--- src/rtl/finish_issue_unit_pkg.sv ---
// Shared definitions for the client-side Finish issue unit: default field
// widths, queue depth, burst length and the Finish message layout.
package finish_issue_unit_pkg;

    localparam int FIN_ID_W       = 2;
    localparam int FIN_XACT_W     = 2;
    localparam int FIN_DEPTH      = 2;
    localparam int FIN_DATA_BEATS = 4;

    // Finish message as seen on the Finish bus (default widths).
    typedef struct packed {
        logic [FIN_ID_W-1:0]   src;
        logic [FIN_ID_W-1:0]   dst;
        logic [FIN_XACT_W-1:0] xact_id;
    } finish_t;

    // Build a Finish from a Grant header: the Finish goes back to the manager,
    // so source and destination swap roles.
    function automatic finish_t make_finish(input logic [FIN_ID_W-1:0]   gnt_src,
                                            input logic [FIN_ID_W-1:0]   gnt_dst,
                                            input logic [FIN_XACT_W-1:0] gnt_xact);
        finish_t f;
        f.src     = gnt_dst;
        f.dst     = gnt_src;
        f.xact_id = gnt_xact;
        return f;
    endfunction

endpackage

--- src/rtl/finish_issue_unit_queue.sv ---
// Register FIFO holding pending Finish messages. The caller never enqueues
// when full nor dequeues when empty; the head entry is driven straight from
// storage so it stays stable while the consumer back-pressures.
module finish_queue
    import finish_issue_unit_pkg::*;
#(
    parameter int DEPTH = FIN_DEPTH,
    parameter int WIDTH = 2 * FIN_ID_W + FIN_XACT_W
) (
    input  logic             clk,
    input  logic             reset,
    input  logic             enq,
    input  logic [WIDTH-1:0] enq_data,
    input  logic             deq,
    output logic [WIDTH-1:0] head_data,
    output logic             full,
    output logic             empty
);

    localparam int PTR_W = $clog2(DEPTH);
    localparam int CNT_W = $clog2(DEPTH + 1);

    logic [WIDTH-1:0] mem_r [DEPTH];
    logic [PTR_W-1:0] wr_ptr_r;
    logic [PTR_W-1:0] rd_ptr_r;
    logic [CNT_W-1:0] count_r;

    // Storage, pointer and occupancy update; pointers wrap naturally since DEPTH is a power of 2.
    always_ff @(posedge clk or negedge reset) begin
        if (!reset) begin
            for (int i = 0; i < DEPTH; i++) begin
                mem_r[i] <= '0;
            end
            wr_ptr_r <= '0;
            rd_ptr_r <= '0;
            count_r  <= '0;
        end else begin
            if (enq) begin
                mem_r[wr_ptr_r] <= enq_data;
                wr_ptr_r        <= wr_ptr_r + PTR_W'(1);
            end
            if (deq) begin
                rd_ptr_r <= rd_ptr_r + PTR_W'(1);
            end
            case ({enq, deq})
                2'b10:   count_r <= count_r + CNT_W'(1);
                2'b01:   count_r <= count_r - CNT_W'(1);
                default: count_r <= count_r;
            endcase
        end
    end

    assign head_data = mem_r[rd_ptr_r];
    assign full      = (count_r == CNT_W'(DEPTH));
    assign empty     = (count_r == CNT_W'(0));

endmodule

--- src/rtl/finish_issue_unit.sv ---
// Client-side Finish generator. Grants pass through to the client unchanged;
// each acknowledged Grant queues one Finish (src/dst swapped) after its last
// beat. Grants needing a Finish stall while the queue is full.
module finish_issue_unit
    import finish_issue_unit_pkg::*;
#(
    parameter int DEPTH      = FIN_DEPTH,
    parameter int ID_W       = FIN_ID_W,
    parameter int XACT_W     = FIN_XACT_W,
    parameter int DATA_BEATS = FIN_DATA_BEATS
) (
    input  logic              clk,
    input  logic              reset,
    input  logic              gnt_in_valid,
    output logic              gnt_in_ready,
    input  logic [ID_W-1:0]   gnt_in_header_src,
    input  logic [ID_W-1:0]   gnt_in_header_dst,
    input  logic [XACT_W-1:0] gnt_in_manager_xact_id,
    input  logic              gnt_in_has_data,
    input  logic              gnt_in_requires_ack,
    output logic              gnt_out_valid,
    input  logic              gnt_out_ready,
    output logic [ID_W-1:0]   gnt_out_header_src,
    output logic [ID_W-1:0]   gnt_out_header_dst,
    output logic [XACT_W-1:0] gnt_out_manager_xact_id,
    output logic              gnt_out_has_data,
    output logic              gnt_out_requires_ack,
    output logic              fin_valid,
    input  logic              fin_ready,
    output logic [ID_W-1:0]   fin_header_src,
    output logic [ID_W-1:0]   fin_header_dst,
    output logic [XACT_W-1:0] fin_manager_xact_id
);

    localparam int BEAT_W  = $clog2(DATA_BEATS);
    localparam int ENTRY_W = 2 * ID_W + XACT_W;

    logic [BEAT_W-1:0]  beat_cnt_r;
    logic               is_last_s;
    logic               need_enq_s;
    logic               stall_s;
    logic               gnt_fire_s;
    logic               q_full_s;
    logic               q_empty_s;
    logic               q_deq_s;
    logic [ENTRY_W-1:0] q_head_s;

    // A dataless Grant is its own last beat; a data Grant ends on the final beat count.
    assign is_last_s  = !gnt_in_has_data || (beat_cnt_r == BEAT_W'(DATA_BEATS - 1));
    assign need_enq_s = gnt_in_requires_ack && is_last_s;
    // Depends only on the registered full flag: a same-cycle dequeue never frees space.
    assign stall_s    = need_enq_s && q_full_s;

    assign gnt_in_ready = gnt_out_ready && !stall_s;
    assign gnt_fire_s   = gnt_in_valid && gnt_in_ready;

    assign gnt_out_valid           = gnt_in_valid && !stall_s;
    assign gnt_out_header_src      = gnt_in_header_src;
    assign gnt_out_header_dst      = gnt_in_header_dst;
    assign gnt_out_manager_xact_id = gnt_in_manager_xact_id;
    assign gnt_out_has_data        = gnt_in_has_data;
    assign gnt_out_requires_ack    = gnt_in_requires_ack;

    // Beat counter tracks position inside a data Grant; dataless Grants leave it alone.
    always_ff @(posedge clk or negedge reset) begin
        if (!reset) begin
            beat_cnt_r <= '0;
        end else if (gnt_fire_s && gnt_in_has_data) begin
            beat_cnt_r <= beat_cnt_r + BEAT_W'(1);
        end else begin
            beat_cnt_r <= beat_cnt_r;
        end
    end

    assign q_deq_s = fin_valid && fin_ready;

    finish_queue #(
        .DEPTH (DEPTH),
        .WIDTH (ENTRY_W)
    ) u_queue (
        .clk       (clk),
        .reset     (reset),
        .enq       (gnt_fire_s && need_enq_s),
        .enq_data  ({gnt_in_header_dst, gnt_in_header_src, gnt_in_manager_xact_id}),
        .deq       (q_deq_s),
        .head_data (q_head_s),
        .full      (q_full_s),
        .empty     (q_empty_s)
    );

    assign fin_valid           = !q_empty_s;
    assign fin_header_src      = q_head_s[ENTRY_W-1 -: ID_W];
    assign fin_header_dst      = q_head_s[XACT_W +: ID_W];
    assign fin_manager_xact_id = q_head_s[XACT_W-1:0];

endmodule

--- config.mk ---
export PLATFORM = sky130hd
export DESIGN_NAME = finish_issue_unit
export DESIGN_NICKNAME = d
export VERILOG_FILES = /design/src/rtl/finish_issue_unit_pkg.sv /design/src/rtl/finish_issue_unit_queue.sv /design/src/rtl/finish_issue_unit.sv
export SDC_FILE = /design/constraint.sdc
export NUM_CORES = 1
export LEC_CHECK = 0
export ABC_AREA = 1
export CAP_MARGIN = 20
export CORE_UTILIZATION = 45
export CTS_CLUSTER_DIAMETER = 60
export DETAILED_ROUTE_END_ITERATION = 10
export GPL_TIMING_DRIVEN = 0
export PLACE_DENSITY = 0.77
export SLEW_MARGIN = 25
export SYNTH_ARGS = -nofsm -noshare
export SYNTH_HDL_FRONTEND = slang
export SYNTH_HIERARCHICAL = 1
export SYNTH_SLANG_ARGS = --single-unit
export TNS_END_PERCENT = 10
--- constraint.sdc ---
create_clock -name clk -period 4.9 [get_ports clk]
set_input_delay 0.735 -clock clk [delete_from_list [all_inputs] [get_ports clk]]
set_output_delay 0.735 -clock clk [all_outputs]
set_load 0.02 [all_outputs]
==> results.md, run 1 <==
* Post-route DRC at 0
* Post-Syn Nets at 136
* Initial antenna violation count at 0
* Global-route wire length before repair at 3460 um
* Worst endpoint required time at 4160 ps
* Layout cell share with drive strength beyond 1 at 18.2%
* Post-DR vias/cell at 4.56
* Total core area at 2020 um2
* LEAKAGE at 0.686 nW
* Dpl cell area at 1310 um2
* Final Net Count at 170
* Crit path arrival time at 2150 ps
* Top cell type's share of synthesized area at 45.6%
* Number of max-cap violations at 0
* Syn avg cell area at 8.17 um2
* Clock latency on the worst-skew pair at 290 ps
* Die ar. at 2390 um2
* Setup bufs post-CTS at 0
* Final-report hold violation count at 0
* Final setup fails at 0
* Slew Viols, Final at 0
* Number of global-route vias before repair at 790
* GPL Wtd Cong at 0.688
* Cell Area, Synth at 988 um2
* Aggregate global-route resource usage at 19.0%
* Post-CTS Hold Buffers at 0
* Wire length per cell at 10.4 um
* Post-synth cell types at 20
* Gr ovfl total at 0
* Top cell by count, worst path: clkdlybuf4s50_1
* Setup ws final at 2010 ps
* Num CTS Buffers at 3
* Die width at 48.9 um
* Sinks on Clock Net at 18
* Rel. slew slack at 47.7%
* Slowest cell on the critical path: clkdlybuf4s50_1
* PortBufs at 29
* # diodes at 0
* Max Clock Freq at 346 MHz
* Post-cts gate resize count at 0
* Top-Level Pins at 30
* DP Wirelength at 1470 um
* Peak VDD IR at 0.406 mV
* Post-DRT Antenna Nets at 0
* Fin crit share at 59.0%
* Final WL at 1880 um
* Crit path cell chain: clkdlybuf4s50_1 -> nand2_2 -> nand3_4 -> nand2_1 -> inv_2 -> clkdlybuf4s50_1
* RSZ-0062 raised after global routing: no
* Max Buffers Root-to-Sink at 2
* Cell area after layout at 1350 um2
* Power Density at 522 nW/um2
* Synthesis Warnings at 6
* Drt pass-1 iters at 4
* Status: finished, final reports clean
* TNS Setup at 0 ps
* Starting Density at 48.9%
* H-tree levels at 1
* Chip height at 48.9 um
* CTS tree: built
* Final min period at 2890 ps
* Critical Path Sink Type: primary output
* Slowest Stage Delay on Critical Path at 590 ps
* Via count at 825
* Crit path kind: input pin to primary output
* Worst slack, placed at 2000 ps
* Clock Pin Slew Worst Setup and Hold Paths at 100 ps
* Largest net degree at the start of global routing at 19
* Synth Instances at 121
* Cell taking the most area after synthesis: dfrtp_1
* Worst min path class: flop to flop
* Sequential area share after synthesis at 45.6%
* Most common cell after layout, fill and taps aside: nand2_1
* Area growth syn-to-layout at 36.5%
* Iteration-0 DRC Markers at 18
* PnR Total Power at 0.704 mW
* Commonest non-fill, non-tap cells in the layout: nand2_1, clkdlybuf4s50_1, inv_1
* CP Max Fanout at 4
* Row cnt at 16
* Largest cells by area after synthesis: dfrtp_1, nand2_1, inv_1
* Seq cells post-synth at 18
* Startpoint Class: input pin
* Root buffer cell: clkbuf_4
* Post-Route Skew at 4.66 ps
* Slew of the pin with the lowest slew margin at 783 ps
* Final Util at 66.7%
worst paths after layout:
path | from | end | slack [ps] | cells past startpoint
max | gnt_in_has_data | gnt_in_ready | 2010 | 6
min | u_queue/mem_r[7] | u_queue/mem_r[7] | 490 | 2
max reg2reg | beat_cnt_r[0] | u_queue/count_r[1] | 3080 | 14
min reg2reg | u_queue/mem_r[7] | u_queue/mem_r[7] | 490 | 2
max in group asynchronous | reset | u_queue/mem_r[4] | 3520 | 1
min in group asynchronous | reset | u_queue/mem_r[11] | 890 | 1
state kept, by name, summed over array words and instances, names as in the netlist:
name and cells:
u_queue/rd_ptr_r 1, beat_cnt_r 2, u_queue/mem_r 12, u_queue/wr_ptr_r 1, u_queue/count_r 2
critical path, delay by kind of cell:
kind | cells | cell delay (ps)
and+or+nand+nor | 3 | 250
buffers and inverters | 3 | 1170
report_power, final:
group          internal (mW)  switching (mW)
registers              0.222          0.0475
clock network         0.0453          0.0447
logic                  0.162           0.183
final cells by class:
cell class,count,area (um2)
buffer,11,81.3
clock buffer,4,36.3
fill,193,673
inverter,25,93.8
multi-input combinational,67,363
sequential,18,450
tap,27,33.8
timing repair buffer,29,290
layer usage:
| metal | global-route usage (%) | part of all wire (%) | vias to the layer above |
|---|---|---|---|
| li1 | - | - | 428 |
| met3 | 6.54 | 4.9 | 0 |
| met1 | 22.3 | 42 | 381 |
| met5 | 0 | 0 | - |
| met4 | 2.94 | 0 | 0 |
| met2 | 34.0 | 53 | 16 |
stage by stage:
stage | instances | hold slack (ps)
floorplan | 121 | 439
global placement | 177 | 465
detailed placement | 177 | 468
CTS | 181 | 494
global route | 181 | 513
finish | 181 | 491
synthesized netlist by cell type, drive strengths merged:
| library cell | count |
|---|---|
| nand3 | 3 |
| buf | 11 |
| xor2 | 1 |
| inv | 25 |
| dfrtp | 18 |
| or2 | 1 |
| xnor2 | 1 |
| o21ai | 18 |
| ha | 2 |
| nand2 | 34 |
| nor2 | 4 |
| nand4 | 3 |
kinds of logic (layout without fill, tap and decap cells):
group           count (synthesis)  in the layout  synth area share [%]
flops                          18             18                  45.6
simple gates                   45             45                  21.0
xor+xnor                        2              2                  1.77
buf+inv                        36             69                  17.7
compound gates                 18             18                  11.4
fa+ha+maj                       2              2                  2.53
(Power assumes the default switching activity.)
==> run 2: changes to the inputs <==
==> constraint.sdc (replaced) <==
create_clock -name clk -period 2.9 [get_ports clk]
set_input_delay 0.435 -clock clk [delete_from_list [all_inputs] [get_ports clk]]
set_output_delay 0.435 -clock clk [all_outputs]
set_load 0.02 [all_outputs]
==> results of run 2 <==
The final DEF is identical to that of run 1. Status: finished, final reports clean.
Main changes from that run: setup slack after placement 2000 ps -> 602 ps; setup slack after layout 2010 ps -> 610 ps; register-to-register setup slack 3080 ps -> 1080 ps; total power 0.704 mW -> 1.19 mW; worst IR drop on VDD 0.406 mV -> 0.686 mV
==> run 3: changes to the inputs <==
==> constraint.sdc (replaced) <==
create_clock -name clk -period 2.2 [get_ports clk]
set_input_delay 0.33 -clock clk [delete_from_list [all_inputs] [get_ports clk]]
set_output_delay 0.33 -clock clk [all_outputs]
set_load 0.02 [all_outputs]
==> results.md, run 3 (same netlist as run 1, synthesis figures left out) <==
* Status: finished, final reports clean
* Sinks on Clock Net at 18
* CTS tree: built
* Cell area after layout at 1360 um2
* Final setup fails at 0
* Drt pass-1 iters at 4
* Reg area at 450 um2
* Multi-input combinational cell area at 363 um2
* CP Max Fanout at 10
* Starting Density at 48.9%
* Peak VDD IR at 0.905 mV
* Slew of the pin with the lowest slew margin at 783 ps
* Rel. slew slack at 47.7%
* Combinational share of power at 48.9%
* Fin crit share at 94.1%
* Critical Path Sink Type: primary output
* Largest net degree at the start of global routing at 19
* Area growth syn-to-layout at 37.2%
* Top reg by flops: u_queue/mem_r
* Clk network pwr share at 12.8%
* TNS Setup at 0 ps
* Clock latency on the worst-skew pair at 290 ps
* LEAKAGE at 0.719 nW
* Final Util at 67.1%
* Switching share of power at 39.1%
* Root buffer cell: clkbuf_4
* Top-Level Pins at 30
* Crit path cell chain: buf_2 -> nand2_1 -> o21ai_0 -> clkdlybuf4s50_1
* Worst endpoint required time at 1870 ps
* PortBufs at 29
* Top Registers: u_queue/mem_r (12), beat_cnt_r (2), u_queue/count_r (2)
* Layout fillers at 191
* Total core area at 2020 um2
* Post-DRT Antenna Nets at 0
* DP Wirelength at 1470 um
* Layout cell share with drive strength beyond 1 at 18.2%
* Die ar. at 2390 um2
* Final min period at 2070 ps
* Crit path arrival time at 1740 ps
* Initial antenna violation count at 0
* Final-report hold violation count at 0
* Wire length per cell at 10.4 um
* Commonest non-fill, non-tap cells in the layout: nand2_1, clkdlybuf4s50_1, inv_1
* Crit path kind: flop to primary output
* Post-Route Skew at 4.68 ps
* Power Density at 1150 nW/um2
* Iteration-0 DRC Markers at 18
* Aggregate global-route resource usage at 19.0%
* Chip height at 48.9 um
* Max Buffers Root-to-Sink at 2
* Row cnt at 16
* GPL Wtd Cong at 0.688
* Via count at 825
* Final WL at 1880 um
* Sequential share of power at 38.3%
* Sw power at 0.612 mW
* Post-DR vias/cell at 4.56
* Power Internal at 0.952 mW
* H-tree levels at 1
* Die width at 48.9 um
* Startpoint Class: flop
* Setup bufs post-CTS at 0
* Global-route wire length before repair at 3460 um
* Post-cts gate resize count at 0
* Worst min path class: input pin to async pin
* Clock Pin Slew Worst Setup and Hold Paths at 100 ps
* RSZ-0062 raised after global routing: no
* Slowest Stage Delay on Critical Path at 630 ps
* Dpl cell area at 1310 um2
* Post-route DRC at 0
* Number of flip-flops in the largest register at 12
* Number of max-cap violations at 0
* Slew Viols, Final at 0
* Max Clock Freq at 483 MHz
* Gr ovfl total at 0
* Num CTS Buffers at 3
* Post-CTS Hold Buffers at 0
* Slowest cell on the critical path: clkdlybuf4s50_1
* Final Net Count at 170
* # diodes at 0
* Number of global-route vias before repair at 790
* Most common cell after layout, fill and taps aside: nand2_1
==> run 3: cell types whose count changed in the layout (fill, tap and decap cells not counted), sizes merged <==
| cell | delta |
|---|---|
| dlymetal6s2s | +3 |
| clkdlybuf4s50 | -3 |
==> run 3: per-stage QoR <==
stage          hold WS, ps  power (mW)  std cells  worst slack (ps)
2_1_floorplan         34.4        1.07        121               447
3_3_place_gp           465        1.34        177               131
3_5_place_dp           468        1.38        177               112
4_1_cts                494        1.58        181              36.4
5_1_grt                513        1.70        181              12.1
6_report               485        1.56        181               129
==> run 3: path summary, 6_finish.rpt <==
| kind | from | to | slack [ps] | cells past startpoint |
|---|---|---|---|---|
| worst max-delay path | u_queue/rd_ptr_r | fin_header_dst[0] | 130 | 4 |
| worst max register to register | beat_cnt_r[0] | u_queue/count_r[1] | 380 | 14 |
| min in group clk | u_queue/mem_r[7] | u_queue/mem_r[7] | 490 | 2 |
| max in group asynchronous | reset | u_queue/mem_r[4] | 1230 | 1 |
| worst min-delay path | reset | u_queue/mem_r[11] | 490 | 1 |
| worst min register to register | u_queue/mem_r[7] | u_queue/mem_r[7] | 490 | 2 |
==> run 3: final cells by class <==
cell class              count  share of cell area [%]
inverters                  25                    6.92
multi-input cells          67                    26.8
plain buffers              11                    6.00
repair buffers             29                    22.0
flip-flops and latches     18                    33.2
clock buffers               4                    2.68
well taps                  27                    2.49
==> run 3: critical path: cells and delay by family (launching register included) <==
kind,cells,cell delay (ps)
buffers and inverters,2,860
flip-flops,1,420
AO/OA/AOI/OAI,1,90
AND/OR/NAND/NOR,1,70
==> run 3: layer usage <==
| metal | vias up | global-route usage (%) | routed length, um |
|---|---|---|---|
| met5 | - | 0 | 0 |
| met4 | 0 | 2.94 | 0 |
| met3 | 0 | 6.54 | 93 |
| met2 | 16 | 34.0 | 999 |
| met1 | 381 | 22.3 | 792 |
| li1 | 428 | - | - |
==> run 3: power by group through the flow <==
| stage | Clock, mW | Combinational (mW) | Sequential [mW] |
|---|---|---|---|
| after detailed placement | 0 | 0.775 | 0.600 |
| after global placement | 0 | 0.749 | 0.595 |
| final | 0.200 | 0.764 | 0.599 |
| after global routing | 0.226 | 0.854 | 0.621 |
| after CTS | 0.207 | 0.778 | 0.598 |
| after floorplan | 0 | 0.489 | 0.578 |
